## src/rtl/axi_w_buffer.sv

```systemverilog
`default_nettype none
// ============================================================================
//  Module   : axi_w_buffer
//  Purpose  : AXI write-data (W) channel buffer between a crossbar slave port
//             and master port. DEPTH-entry circular storage with full
//             valid/ready handshaking on both sides and occupancy status.
//             Optional store-and-forward gating releases beats only once a
//             complete burst (WLAST) is held.
//  Config   : `define W_BUFFER_STORE_FWD_EN  -> store-and-forward gating
//             (undefined by default -> cut-through per beat)
//  Ports    : ACLK, ARESETn          clock (rising edge), async active-low reset
//             s_WDATA/WSTRB/WLAST    upstream beat payload
//             s_WVALID / s_WREADY    upstream handshake
//             m_WDATA/WSTRB/WLAST    head-entry payload (0 while m_WVALID=0)
//             m_WVALID / m_WREADY    downstream handshake
//             count, full, empty,    occupancy status, registered-state only
//             almost_full
//  Revision : 1.0  initial release
// ============================================================================
module axi_w_buffer #(
    parameter int DEPTH        = 8,
    parameter int DATA_WIDTH   = 32,
    parameter int STRB_WIDTH   = DATA_WIDTH / 8,
    parameter int AFULL_THRESH = DEPTH - 2
) (
    input  logic                     ACLK,
    input  logic                     ARESETn,
    input  logic [DATA_WIDTH-1:0]    s_WDATA,
    input  logic [STRB_WIDTH-1:0]    s_WSTRB,
    input  logic                     s_WLAST,
    input  logic                     s_WVALID,
    output logic                     s_WREADY,
    output logic [DATA_WIDTH-1:0]    m_WDATA,
    output logic [STRB_WIDTH-1:0]    m_WSTRB,
    output logic                     m_WLAST,
    output logic                     m_WVALID,
    input  logic                     m_WREADY,
    output logic [$clog2(DEPTH):0]   count,
    output logic                     full,
    output logic                     empty,
    output logic                     almost_full
);

    localparam int AW = $clog2(DEPTH);
    localparam int PW = AW + 1;
    localparam logic [PW-1:0] C_AFULL = PW'(AFULL_THRESH);

    // Storage entry: {last, strobes, data}
    typedef struct packed {
        logic                  last;
        logic [STRB_WIDTH-1:0] strb;
        logic [DATA_WIDTH-1:0] data;
    } entry_t;

    entry_t           mem_q [DEPTH];
    logic [PW-1:0]    wr_ptr_q, wr_ptr_d;
    logic [PW-1:0]    rd_ptr_q, rd_ptr_d;
    logic             ready_q;          // low in reset, high from first clock after
    logic             w_push, w_pop;
    entry_t           w_head;

    // ------------------------------------------------------------------
    // Status, all from registered state
    // ------------------------------------------------------------------
    assign count       = wr_ptr_q - rd_ptr_q;
    assign empty       = (wr_ptr_q == rd_ptr_q);
    assign full        = (wr_ptr_q[AW-1:0] == rd_ptr_q[AW-1:0]) &&
                         (wr_ptr_q[AW] != rd_ptr_q[AW]);
    assign almost_full = (count >= C_AFULL);

    // No combinational path from m_WREADY: a pop at full frees the slot,
    // but ready only rises the following cycle.
    assign s_WREADY = ready_q & ~full;

    assign w_push = s_WVALID & s_WREADY;
    assign w_pop  = m_WVALID & m_WREADY;

`ifdef W_BUFFER_STORE_FWD_EN
    // Number of complete bursts (WLAST beats) currently stored.
    logic [PW-1:0] bursts_q, bursts_d;

    always_comb begin
        bursts_d = bursts_q;
        if (w_push && s_WLAST && !(w_pop && w_head.last)) begin
            bursts_d = bursts_q + 1'b1;
        end else if (!(w_push && s_WLAST) && w_pop && w_head.last) begin
            bursts_d = bursts_q - 1'b1;
        end
    end

    always_ff @(posedge ACLK or negedge ARESETn) begin
        if (!ARESETn) begin
            bursts_q <= '0;
        end else begin
            bursts_q <= bursts_d;
        end
    end

    // The full term lets a burst longer than DEPTH drain instead of
    // waiting forever for a WLAST that cannot be stored.
    assign m_WVALID = ~empty & ((bursts_q != '0) | full);
`else
    assign m_WVALID = ~empty;
`endif

    // ------------------------------------------------------------------
    // Pointers
    // ------------------------------------------------------------------
    always_comb begin
        wr_ptr_d = wr_ptr_q;
        rd_ptr_d = rd_ptr_q;
        if (w_push) begin
            wr_ptr_d = wr_ptr_q + 1'b1;
        end
        if (w_pop) begin
            rd_ptr_d = rd_ptr_q + 1'b1;
        end
    end

    always_ff @(posedge ACLK or negedge ARESETn) begin
        if (!ARESETn) begin
            wr_ptr_q <= '0;
            rd_ptr_q <= '0;
            ready_q  <= 1'b0;
        end else begin
            wr_ptr_q <= wr_ptr_d;
            rd_ptr_q <= rd_ptr_d;
            ready_q  <= 1'b1;
        end
    end

    // ------------------------------------------------------------------
    // Storage (not reset; contents are only visible while m_WVALID=1)
    // ------------------------------------------------------------------
    always_ff @(posedge ACLK) begin
        if (w_push) begin
            mem_q[wr_ptr_q[AW-1:0]] <= '{last: s_WLAST, strb: s_WSTRB, data: s_WDATA};
        end
    end

    assign w_head  = mem_q[rd_ptr_q[AW-1:0]];
    assign m_WDATA = m_WVALID ? w_head.data : '0;
    assign m_WSTRB = m_WVALID ? w_head.strb : '0;
    assign m_WLAST = m_WVALID ? w_head.last : 1'b0;

endmodule
`default_nettype wire

```

## config.mk

```make
export PLATFORM = sky130hd
export DESIGN_NAME = axi_w_buffer
export DESIGN_NICKNAME = d
export VERILOG_FILES = /design/src/rtl/axi_w_buffer.sv
export SDC_FILE = /design/constraint.sdc
export NUM_CORES = 1
export LEC_CHECK = 0
export BUFFER_PORTS_ARGS = -buffer_cell sky130_fd_sc_hd__buf_2
export CAP_MARGIN = 30
export CORE_ASPECT_RATIO = 1.4
export CORE_MARGIN = 5
export CORE_UTILIZATION = 47
export CTS_CLUSTER_SIZE = 12
export DETAILED_ROUTE_END_ITERATION = 10
export HOLD_SLACK_MARGIN = 0.1
export SLEW_MARGIN = 5
export SYNTH_ARGS = -nofsm -noshare
export SYNTH_HDL_FRONTEND = slang
export SYNTH_SLANG_ARGS = --single-unit
```

## constraint.sdc

```tcl
create_clock -name ACLK -period 5.84 [get_ports ACLK]
set_clock_uncertainty 0.05 [all_clocks]
set_input_delay 0.876 -clock ACLK [delete_from_list [all_inputs] [get_ports ACLK]]
set_output_delay 0.876 -clock ACLK [all_outputs]
set_load 0.02 [all_outputs]
```

==> results of run 1 <==
==> power by group through the flow <==
stage	clock network, mW	registers (mW)	logic, mW
floorplan	0	2.72	2.21
finish	1.67	2.69	3.01
global placement	0	2.73	3.00
global route	1.81	2.71	3.25
CTS	1.72	2.69	3.06
detailed placement	0	2.74	3.05
==> final cells by class <==
type,instances,share of cell area
Clock inverter,4,0.00118
Inverter,10,0.00271
Antenna cell,3,0.000542
Clock buffer,41,0.0588
Multi-Input combinational cell,306,0.206
Timing Repair Buffer,104,0.0436
Sequential cell,305,0.659
Tap cell,319,0.0288
==> cell usage in the layout, fill, tap and decap left out, drive strengths merged <==
cell / n
a221oi: 38
clkbuf: 41
mux2: 1
o21ai: 1
xor2: 2
o211ai: 1
inv: 10
conb: 1
diode: 3
nor2: 5
nor3: 5
nor4: 3
dfrtp: 9
ha: 5
mux2i: 148
o22ai: 1
nand3: 3
nor2b: 2
and2: 1
clkinv: 4
edfxtp: 296
fa: 1
a21o: 1
buf: 104
nand2: 41
xnor2: 7
a22oi: 37
nand4: 2
==> through the flow <==
step | cell area [um^2] | std cells | utilization | hold slack, ps | setup WS, ps
floorplan | 12200 | 656 | - | 442 | 602
global placement | 13000 | 1042 | 0.509 | 457 | 2540
CTS | 13800 | 1088 | 0.542 | 115 | 1930
global route | 13800 | 1091 | 0.543 | 125 | 1840
finish | 13800 | 1092 | 0.543 | 132 | 2010
detailed placement | 13000 | 1043 | 0.510 | 467 | 2520
==> cells in the mapped netlist (all sizes together) <==
master / count / area share
clkbuf: 2 / 0.00092
ha: 5 / 0.0051
o211ai: 1 / 0.00062
mux2: 1 / 0.00092
nand4: 2 / 0.0015
inv: 10 / 0.0031
nor2: 5 / 0.0019
and2: 1 / 0.00051
nor3: 5 / 0.0021
conb: 1 / 0.00031
a221oi: 38 / 0.043
o22ai: 1 / 0.00051
nand2: 41 / 0.013
buf: 33 / 0.021
xor2: 2 / 0.0014
fa: 1 / 0.0016
a22oi: 37 / 0.023
mux2i: 148 / 0.12
nor2b: 2 / 0.0010
dfrtp: 9 / 0.018
edfxtp: 296 / 0.73
a21o: 1 / 0.00062
xnor2: 7 / 0.0056
o21ai: 1 / 0.00072
nor4: 3 / 0.0015
nand3: 3 / 0.0016
==> metal layers <==
layer | share of wire | up-vias
met1 | 0.39 | 3113
met4 | 0.025 | 2
li1 | - | 2838
met3 | 0.050 | 48
met5 | 0.00065 | -
met2 | 0.53 | 128
==> logic make-up (layout without fill, tap and decap cells) <==
kind of cell | count (synthesis) | after routing | share of synthesized area
AND/OR/NAND/NOR | 62 | 62 | 0.0229
XOR/XNOR | 9 | 9 | 0.00708
flip-flops | 305 | 305 | 0.747
other | 1 | 4 | 0.000307
buffers and inverters | 45 | 159 | 0.0253
adder cells (fa/ha/maj) | 6 | 6 | 0.00677
multiplexers | 149 | 149 | 0.122
AO/OA/AOI/OAI | 79 | 79 | 0.0679
==> worst register-to-register path, cell delays in order, from the launching register on <==
cell and delay [ps]:
dfrtp_1 490, inv_1 140, ha_1 390, nand3_1 170, o211ai_1 240, nor2_4 400, buf_12 250, buf_4 240
==> worst max-delay path by stage <==
stage,endpoint,slack (ps),cells past startpoint
detailed placement,m_WLAST,2520,6
global route,m_WLAST,1840,6
global placement,m_WLAST,2540,6
floorplan,mem_q[2][0],600,5
finish,m_WSTRB[3],2010,6
CTS,m_WDATA[16],1930,6
==> registers in the layout, indices dropped and copies added (netlist names) <==
register and cells:
mem_q 296, rd_ptr_q 4, wr_ptr_q 4, ready_q 1
==> results.cfg, run 1 <==
[timing]
relSlewSlack = 0.257
finalCritPeriodShare = 0.655
min_period_ps = 3830
setup_viol = 0
tightest_slew_ps = 1110
final-hold-violation-count = 0
setup_tns_ps = 0
drv_slew = 0
max_freq_mhz = 261
rsz0062_at_grt = no

[power_and_ir_drop]
combPwrFrac = 0.408
p_leak_nw = 5.10
swShare = 0.369
total_power_mw = 7.38
p_switching_mw = 2.72
clkPwrFrac = 0.227
power_density_nw_per_um2 = 533
internal_power_mw = 4.65
pwr-share-seq = 0.365
ir_drop_mv = 0.477

[grt]
use_met2 = 0.305
grt_overflow = 0
grtUsageMet1 = 0.196
grt_antenna_before_repair = 3
grt_pass1_wl_um = 38200
grt_usage = 0.166
grt_busiest_layer = met2
grt_pass1_vias = 6625
grt_max_degree = 152
grt_use_met3 = 0.0303

[finish]
nNetsFinal = 804
drive_gt1_frac = 0.239
regArea_um2 = 9120
syn_to_final_growth_pct = 13.5
fillCellCount = 1998
multiInputGateArea_um2 = 2850

[setup_path]
reg2regPathDepth = 7
cp_cell_sequence = buf_12, mux2i_1, a22oi_1, nand2_1, a221oi_1, buf_2
startpoint_type = register
critPathRequiredTime_ps = 4910
cp_top_family = buffers and inverters
worstSetupPathType = reg2out
crit_start = rd_ptr_q[0]
crit-reg2reg-launch = rd_ptr_q[2]
worstPathMaxFanout = 151
cp_slowest_stage_delay_ps = 720
path_buf_inv = 2
cp.arrival_ps = 2900
rrSetupSlack_ps = 3170
worstReg2RegEnd = mem_q[7][16]
crit_slowest_cell = buf_12
cp-end-kind = output pin

[synthesis]
synth_cell_types = 36
ys_ff_latch = 305
synth_fp_nets = 703
yosysWarnings = 0
ys_seq_area_frac = 0.747
syn_inst = 656
syn_area_um2 = 12200
avgSynthCellArea_um2 = 18.6

[detailed_routing]
via_per_inst = 5.61
drc = 0
wl_per_cell_um = 22.5
drt-initial-drc-count = 334
drt_wl_total_um = 24600
drt_first_pass_iters = 4
vias = 6129
final_antenna_net_count = 0

[job]
max_cap_viol_count = 0

[status]
outcome = finished clean

[clocking]
cts.repair.resized = 0
cts_root_buf = clkbuf_16
clockBufferDepth = 3
cts_made_buffers = 30
post-cts-setup-buffer-count = 0
htreeDepth = 1
numClockSinks = 305
cts_tree = yes
hold_buffers = 0
cts.clk_slew.worst_paths_ps = 60
insertion_delay_ps = 530

[floorplanning]
rows = 69
die_w_um = 146
start_util = 0.479
die_area_um2 = 29300
die_y_um = 201
core_um2 = 25500
io_pins = 87

[place]
io_buffers = 86
dp_hpwl_um = 13900
place_congestion = 0.786

[hold_path]
hold_class = in2async
(Power assumes the default switching activity.)
==> inputs of run 2 (changes only) <==
Settings changed: PLACE_DENSITY from default to 0.67.
Clock period 5.84 ns to 3.25 ns, I/O delays scaled along.
==> run 2 against run 1 <==
Sequential share of layout area is 0.67 points lower. Critical endpoint is now m_WDATA[30]. Register-to-register slack got worse by 2500 ps. Largest power group unchanged. First-iteration DRC count down 9.6%. Cell area is 1.1% higher. Critical path depth unchanged. Combinational power is 82% higher. Critical path type unchanged.
==> results.cfg, run 2 (synthesis results as in run 1) <==
[status]
outcome = finished clean

[timing]
hold_slack_ps = 166
rsz0062_at_grt = no
final-hold-violation-count = 0
relSlewSlack = 0.477
setup_tns_ps = 0
finalCritPeriodShare = 0.973
drv_slew = 0
min_period_ps = 3160
max_freq_mhz = 316
tightest_slew_ps = 781
setup_viol = 0

[finish]
largest_register_ffs = 296
utilization = 0.549
syn_to_final_growth_pct = 14.7
final_cell_mix = 296 x edfxtp_1, 148 x mux2i_1, 86 x buf_2
nNetsFinal = 812
regArea_um2 = 9120
drive_gt1_frac = 0.249
final-instance-count-excl-fill = 1099
fillCellCount = 1956
final_area_um2 = 14000
layout_commonest_cell = edfxtp_1
multiInputGateArea_um2 = 2880

[place]
post_dp_cell_area_um2 = 13100
place_congestion = 0.803
io_buffers = 86
dpl.cell_count = 1046
dp_hpwl_um = 13700

[detailed_routing]
final_antenna_net_count = 0
drc = 0
wl_per_cell_um = 22.0
drt_first_pass_iters = 5
via_per_inst = 5.60
vias = 6157
drt-initial-drc-count = 302
drt_wl_total_um = 24200

[floorplanning]
die_w_um = 146
start_util = 0.479
rows = 69
core_um2 = 25500
die_area_um2 = 29300
die_y_um = 201
io_pins = 87

[setup_path]
worstSetupPathType = reg2out
cp-end-kind = output pin
crit_slowest_cell = dfrtp_2
rrSetupSlack_ps = 650
crit-reg2reg-launch = rd_ptr_q[2]
worstPathMaxFanout = 27
critPathRequiredTime_ps = 2710
worstReg2RegEnd = mem_q[5][20]
startpoint_type = register
cp_cell_sequence = and2_2, buf_4, a22oi_1, nand2_1, a221oi_2, buf_2
cp.arrival_ps = 2630
reg2regPathDepth = 6
cp_slowest_stage_delay_ps = 500

[power_and_ir_drop]
ir_drop_mv = 0.646
power_density_nw_per_um2 = 957
p_leak_nw = 5.14

[hold_path]
min_from = s_WSTRB[1]
whs_path_depth = 1
hold_end = mem_q[2][33]
hold_class = in2reg

[clocking]
cts_root_buf = clkbuf_16
htreeDepth = 1
cts_made_buffers = 30
numClockSinks = 305
insertion_delay_ps = 540
cts_tree = yes
clockBufferDepth = 3
cts.clk_slew.worst_paths_ps = 60

[grt]
grt_pass1_vias = 6676
grt_overflow = 0
grt_usage = 0.163
grt_max_degree = 67
grt_pass1_wl_um = 37600
grt_antenna_before_repair = 3

[job]
max_cap_viol_count = 0
run 2: report_power, final:
group | switching (mW) | internal, mW
logic | 3.45 | 2.03
registers | 0.188 | 4.68
clock network | 1.31 | 1.73
run 2: area by class of cell:
type                    count  area share
flip-flops and latches    305       0.652
multi-input cells         307       0.206
clock buffers              44      0.0589
repair buffers            111      0.0503
well taps                 319      0.0285
inverters                  10     0.00268
clock inverters             2     0.00134
diodes                      1    0.000179
run 2: worst max-delay path by stage:
stage / from / to / slack [ps] / cells after the start
3_5_place_dp: rd_ptr_q[1] / m_WDATA[30] / 570 / 6
5_1_grt: rd_ptr_q[2] / m_WDATA[26] / 0.04 / 7
3_3_place_gp: rd_ptr_q[1] / m_WDATA[30] / 600 / 6
4_1_cts: rd_ptr_q[2] / m_WDATA[30] / 30 / 6
2_1_floorplan: wr_ptr_q[2] / mem_q[4][0] / -1020 / 4
6_report: rd_ptr_q[2] / m_WDATA[30] / 90 / 6
run 2: worst max-delay path: cells and delay by family (launching register included):
kind,cells,cell delay [ps]
AND/OR/NAND/NOR,2,570
buffers and inverters,2,520
flip-flops,1,500
AO/OA/AOI/OAI,2,470
run 2: through the flow:
step / total power [mW] / setup slack [ps]
4_1_cts: 13.6 / 31.8
5_1_grt: 14.1 / 0.0362
3_5_place_dp: 10.4 / 565
2_1_floorplan: 8.86 / -1020
6_report: 13.4 / 86.4
3_3_place_gp: 10.3 / 598
run 2: timing repair:
item / 4_1_cts / 5_1_grt
gates cloned: 1 / 0
hold buffers: 1 / 0
pin swaps: 1 / 0
endpoints found under the setup margin: 3 / 1
resized for setup: 2 / 2
hold endpoints to repair: 9 / 0
setup buffers: 4 / 0
run 2: per-layer routing:
| layer | up-vias | share of wire | wire length [um] | GRT usage |
|---|---|---|---|---|
| li1 | 2844 | - | - | - |
| met4 | 4 | 0.021 | 514 | 0.0491 |
| met5 | - | 0.0011 | 26 | 0 |
| met2 | 135 | 0.55 | 13400 | 0.309 |
| met3 | 33 | 0.041 | 994 | 0.0253 |
| met1 | 3141 | 0.38 | 9220 | 0.187 |
